`config.mk`:
```
export PLATFORM = sky130hd
export DESIGN_NAME = gcm_result_scroller
export DESIGN_NICKNAME = d
export VERILOG_FILES = /design/src/rtl/gcm_pkg.sv /design/src/rtl/step_timer.sv /design/src/rtl/gcm_result_scroller.sv
export SDC_FILE = /design/constraint.sdc
export NUM_CORES = 1
export LEC_CHECK = 0
export ABC_AREA = 1
export CAP_MARGIN = 15
export CELL_PAD_IN_SITES_DETAIL_PLACEMENT = 1
export CELL_PAD_IN_SITES_GLOBAL_PLACEMENT = 1
export CORE_MARGIN = 1
export CORE_UTILIZATION = 36
export CTS_CLUSTER_DIAMETER = 30
export DETAILED_ROUTE_END_ITERATION = 8
export PLACE_DENSITY = 0.83
export SLEW_MARGIN = 20
export SYNTH_ARGS = -nofsm -noshare
export SYNTH_HDL_FRONTEND = slang
export SYNTH_SLANG_ARGS = --single-unit
```
`constraint.sdc`:
```
create_clock -name clk -period 2.45 [get_ports clk]
set_clock_uncertainty 0.2 [all_clocks]
set_input_delay 0.49 -clock clk [delete_from_list [all_inputs] [get_ports clk]]
set_output_delay 0.49 -clock clk [all_outputs]
set_load 0.01 [all_outputs]
```
`src/rtl/gcm_pkg.sv`:
```
// Shared types for the GCM result scroller: big-endian block/word types and window selection.
package gcm_pkg;

   typedef logic [0:127] block_t;
   typedef logic [0:15]  disp_word_t;

   localparam int unsigned NUM_WINDOWS = 16;

   typedef logic [0:$clog2(NUM_WINDOWS)-1] window_t;

   typedef enum logic {
      WAIT   = 1'b0,
      SCROLL = 1'b1
   } scroll_state_t;

   // Window MSB picks tag over cipher text; low bits pick the 16-bit word, MSB-first.
   function automatic disp_word_t window_word(input block_t ct, input block_t tag,
                                              input window_t w);
      logic [6:0] base;
      base = {w[1:3], 4'b0000};
      return w[0] ? tag[base +: 16] : ct[base +: 16];
   endfunction

endpackage

```
`src/rtl/step_timer.sv`:
```
// Auto-scroll interval counter: counts while enabled, ticks on its last count.
module step_timer #(
   parameter int unsigned STEP_CYCLES = 25_000_000
) (
   input  logic clk_i,
   input  logic rst_ni,
   input  logic enable_i,
   input  logic clear_i,
   output logic tick_o
);

   localparam int unsigned CntW = $clog2(STEP_CYCLES);
   localparam logic [CntW-1:0] LastCnt = CntW'(STEP_CYCLES - 1);

   logic [CntW-1:0] count_q, count_d;

   always_comb begin
      count_d = count_q;
      if (clear_i || !enable_i) begin
         count_d = '0;
      end else if (count_q == LastCnt) begin
         count_d = '0;
      end else begin
         count_d = count_q + CntW'(1);
      end
   end

   assign tick_o = enable_i && (count_q == LastCnt);

   always_ff @(posedge clk_i) begin
      if (!rst_ni) begin
         count_q <= '0;
      end else begin
         count_q <= count_d;
      end
   end

endmodule

```
`src/rtl/gcm_result_scroller.sv`:
```
// Holds the first cipher text/tag of a GCM instance and scrolls it as 16-bit display windows.
module gcm_result_scroller
   import gcm_pkg::*;
#(
   parameter int unsigned STEP_CYCLES = 25_000_000
) (
   input  logic       clk,
   input  logic       i_reset_n,
   input  logic       i_new_instance,
   input  block_t     i_cipher_text,
   input  block_t     i_tag,
   input  logic       i_tag_ready,
   input  logic       i_step,
   input  logic       i_auto,
   output disp_word_t o_x,
   output logic       o_valid,
   output window_t    o_window,
   output logic       o_sel
);

   scroll_state_t state_q, state_d;
   window_t       window_q, window_d;
   disp_word_t    x_q, x_d;
   logic          valid_q, valid_d;
   block_t        ct_q, ct_d;
   block_t        tag_q, tag_d;
   logic          advance;
   logic          tick;
   logic          timer_clear;

   assign timer_clear = advance || i_new_instance || (state_q != SCROLL);

   step_timer #(
      .STEP_CYCLES(STEP_CYCLES)
   ) u_step_timer (
      .clk_i   (clk),
      .rst_ni  (i_reset_n),
      .enable_i(i_auto),
      .clear_i (timer_clear),
      .tick_o  (tick)
   );

   always_comb begin
      state_d  = state_q;
      window_d = window_q;
      x_d      = x_q;
      valid_d  = valid_q;
      ct_d     = ct_q;
      tag_d    = tag_q;
      advance  = 1'b0;
      // A new instance blanks the display but keeps the old capture in place.
      if (i_new_instance) begin
         state_d  = WAIT;
         window_d = '0;
         x_d      = '0;
         valid_d  = 1'b0;
      end else begin
         unique case (state_q)
            WAIT: begin
               if (i_tag_ready) begin
                  ct_d     = i_cipher_text;
                  tag_d    = i_tag;
                  window_d = '0;
                  x_d      = window_word(i_cipher_text, i_tag, '0);
                  valid_d  = 1'b1;
                  state_d  = SCROLL;
               end
            end
            SCROLL: begin
               advance = i_step || tick;
               if (advance) begin
                  window_d = window_q + 4'd1;
                  x_d      = window_word(ct_q, tag_q, window_d);
               end
            end
         endcase
      end
   end

   always_ff @(posedge clk) begin
      if (!i_reset_n) begin
         state_q  <= WAIT;
         window_q <= '0;
         x_q      <= '0;
         valid_q  <= 1'b0;
         ct_q     <= '0;
         tag_q    <= '0;
      end else begin
         state_q  <= state_d;
         window_q <= window_d;
         x_q      <= x_d;
         valid_q  <= valid_d;
         ct_q     <= ct_d;
         tag_q    <= tag_d;
      end
   end

   assign o_x      = x_q;
   assign o_valid  = valid_q;
   assign o_window = window_q;
   assign o_sel    = window_q[0];

endmodule

```
==> flow_summary_export.csv <==
group,metric,value,unit
detailed_routing,via_to_cell_ratio,5.535,
placement,gpl.final_weighted_congestion,0.9049,
power_and_ir_drop,worst_vdd_drop,0.0003947,V
die,die_h,195.8,um
clock_tree,clock_tree.root_cell,"sky130_fd_sc_hd__clkbuf_16",
finish,layout.nets,2474,
clock_tree,cts_htree_levels,3,
worst_setup_path,cp-end-kind,"register",
finish,final_cells,2742,
placement,setup_ws_pre_cts,-0.2942,ns
sta,number_of_max_slew_violations_in_the_final_report,0,
logic_synthesis,synthArstFlopShare,0,
detailed_routing,dr.first_iter.drc_count,1063,
flow_run,cap_violations,0,
finish,syn_to_final_growth,47.14,%
sta,final-setup-viol-count,0,
logic_synthesis,synthesis.instances,1932,
outcome,status,"finished clean",
logic_synthesis,yosys_register_bits,303,
global_route,grt_remaining_overflow,0,
die,die_x,195.8,um
sta,relSlewSlack,0.5719,
sta,timing_worst_slew_pin_value,0.6422,ns
sta,max_clock_freq,408.7,MHz
placement,io_buffers,283,
detailed_routing,drc,0,
detailed_routing,wirelength,58670,um
die,die-area,38320,um2
finish,share_of_final_layout_standard_cells_stronger_than_drive_strength_1,0.09587,
logic_synthesis,netlist-cell-type-count,33,
global_route,antenna_found_initial,0,
worst_hold_path,min_delay_path_depth,2,
clock_tree,holdBufCountCts,0,
clock_tree,cts_tree,"built",
power_and_ir_drop,leakagePower,7.902,nW
clock_tree,clk_latency,0.59,ns
die,fp-row-count,70,
global_route,grt_first_pass_wirelength,88180,um
global_route,grtUsageTotal,0.2964,
worst_setup_path,worst_ep_required_time,2.71,ns
detailed_routing,wire_per_inst,21.40,um
placement,placed_cells,2594,
worst_setup_path,path_max_fanout,38,
sta,final.period_utilization,0.9988,
sta,layout_setup_ws,0.003062,ns
clock_tree,clock_sinks,303,
placement,post-dp-hpwl,37450,um
logic_synthesis,post_synth.cell_area_avg,6.995,um2
die,initial_utilization,0.3674,
logic_synthesis,post_synthesis_sequential_area_ratio,0.4488,
detailed_routing,num_vias,15180,
sta,fin_tns_setup,0,ns
worst_setup_path,worst-setup-path-type,"reg2reg",
worst_hold_path,hold_path_class,"reg2reg",
logic_synthesis,ys.flop_type,"sky130_fd_sc_hd__dfxtp_1",
finish,num_antenna_cells,0,
detailed_routing,first_pass_iters,5,
worst_setup_path,worst-r2r-cell-count,11,
global_route,grt_pass1_vias,15940,
worst_setup_path,worst_ep_arrival_time,2.70,ns
finish,mostFrequentLayoutCell,"sky130_fd_sc_hd__a21oi_1",
sta,final_hold_viol_count,0,
die,fp.coreArea,36790,um2
power_and_ir_drop,powerDensity,883.4,nW/um2
global_route,pin_count_of_the_biggest_net_entering_global_routing,113,
logic_synthesis,mappedNetlistArea,13510,um2
detailed_routing,postRouteAntennaNets,0,
sta,final_period_minus_worst_setup_slack,2.447,ns
die,pin_count,284,
finish,most-common-layout-cells,"367 x sky130_fd_sc_hd__a21oi_1, 301 x sky130_fd_sc_hd__dfxtp_1, 280 x sky130_fd_sc_hd__clkdlybuf4s50_1",
clock_tree,ctsLongestPathBuffers,3,
logic_synthesis,yosys_warnings,0,
logic_synthesis,edff_count_synth,0,
worst_setup_path,critPathLaunchType,"register",
clock_tree,clkSlewWorstSetupHoldPaths,0.05,ns
clock_tree,cts_inserted_buffers,77,
logic_synthesis,synthesis.nets,2196,
-- worst max-delay path: stages, from the launching register on --
cell and delay [ns]:
sky130_fd_sc_hd__dfxtp_1 0.40, sky130_fd_sc_hd__buf_4 0.16, sky130_fd_sc_hd__nand4_2 0.18, sky130_fd_sc_hd__nand2_8 0.20, sky130_fd_sc_hd__buf_12 0.23, sky130_fd_sc_hd__nand2_1 0.07, sky130_fd_sc_hd__nand3_1 0.16, sky130_fd_sc_hd__nand3_1 0.18
sky130_fd_sc_hd__nand3_1 0.15, sky130_fd_sc_hd__nand2_1 0.07, sky130_fd_sc_hd__a21oi_1 0.17, sky130_fd_sc_hd__nor2_1 0.10
-- repair_timing --
action | CTS | global route
hold endpoints to repair | 0 | 0
resized for setup | 7 | 10
gates cloned | 1 | 1
pin swaps | 0 | 2
endpoints found under the setup margin | 16 | 36
buffers inserted | 0 | 3
-- synthesized netlist by cell type, types with 2 or more instances --
cell                       number  area, um2
sky130_fd_sc_hd__buf_6          3      33.78
sky130_fd_sc_hd__nor2_1        60      225.2
sky130_fd_sc_hd__nand2_1      260      975.9
sky130_fd_sc_hd__buf_4          4      30.03
sky130_fd_sc_hd__nor3_1        11      55.05
sky130_fd_sc_hd__nand3b_1       2      15.01
sky130_fd_sc_hd__nor3b_1        3      22.52
sky130_fd_sc_hd__xnor2_1        3      26.28
sky130_fd_sc_hd__o21ai_0      260       1301
sky130_fd_sc_hd__clkbuf_1     105      394.1
sky130_fd_sc_hd__ha_1           2      25.02
sky130_fd_sc_hd__nand3_1      233       1166
sky130_fd_sc_hd__buf_2         21      105.1
sky130_fd_sc_hd__nand4_1        7      43.79
sky130_fd_sc_hd__xor2_1         6      52.55
sky130_fd_sc_hd__inv_2          2      7.510
sky130_fd_sc_hd__o21a_1         3      22.52
sky130_fd_sc_hd__dfxtp_1      303       6066
sky130_fd_sc_hd__inv_1        239      897.1
sky130_fd_sc_hd__o21ai_1        6      30.03
sky130_fd_sc_hd__or2_2          3      18.77
sky130_fd_sc_hd__buf_1         17      63.81
sky130_fd_sc_hd__a21oi_1      367       1837
sky130_fd_sc_hd__clkinv_1       3      11.26
-- kinds of logic after synthesis --
family | share of synthesized area
buf+inv | 0.1142
flops | 0.4488
simple gates | 0.1910
compound gates | 0.2371
xor+xnor | 0.007037
fa+ha+maj | 0.001851
-- power breakdown --
group,switching [W],internal [W],total (W)
Clock,0.00314,0.00747,0.0106
Combinational,0.000877,0.000738,0.00162
Sequential,0.000106,0.00524,0.00534
-- stage by stage --
step	hold slack [ns]	util	total power [W]	instance area, um2
after floorplan	0.2175	-	0.006111	13510
after global placement	0.2299	0.4624	0.006892	17010
after detailed placement	0.2444	0.4624	0.006953	17010
after CTS	0.2528	0.5381	0.01760	19790
after global routing	0.2676	0.5406	0.01806	19890
final	0.2508	0.5406	0.01757	19890
-- worst paths after layout --
check	from	endpoint	slack [ns]
setup reg to reg	o_window[3]	o_x[12]	0.003
hold reg to reg	ct_q[59]	ct_q[59]	0.25
setup / recovery	o_window[3]	o_x[12]	0.003
hold / removal	ct_q[59]	ct_q[59]	0.25
-- per-layer routing --
metal	track usage	part of all wire	vias up
met5	0	0	-
met4	0.1429	0.046	0
met3	0.05811	0.068	170
met2	0.5045	0.48	651
met1	0.3583	0.40	7383
li1	-	-	6972
-- sequential cells by signal (all words and copies together) (netlist names) --
| signal | count |
|---|---|
| o_valid | 1 |
| o_window | 4 |
| o_x | 16 |
| u_step_timer.count_q | 25 |
| state_q | 1 |
| tag_q | 128 |
| ct_q | 128 |
-- cell type report --
cell class              count  area (um2)
clock buffers             110        2275
multi-input cells        1235        5962
clock inverters            33       462.9
repair buffers            349        3613
well taps                 468       585.6
inverters                 244       915.9
fillers                  4467       16900
flip-flops and latches    303        6071
Note: power is estimated with default switching activity, not from simulation.
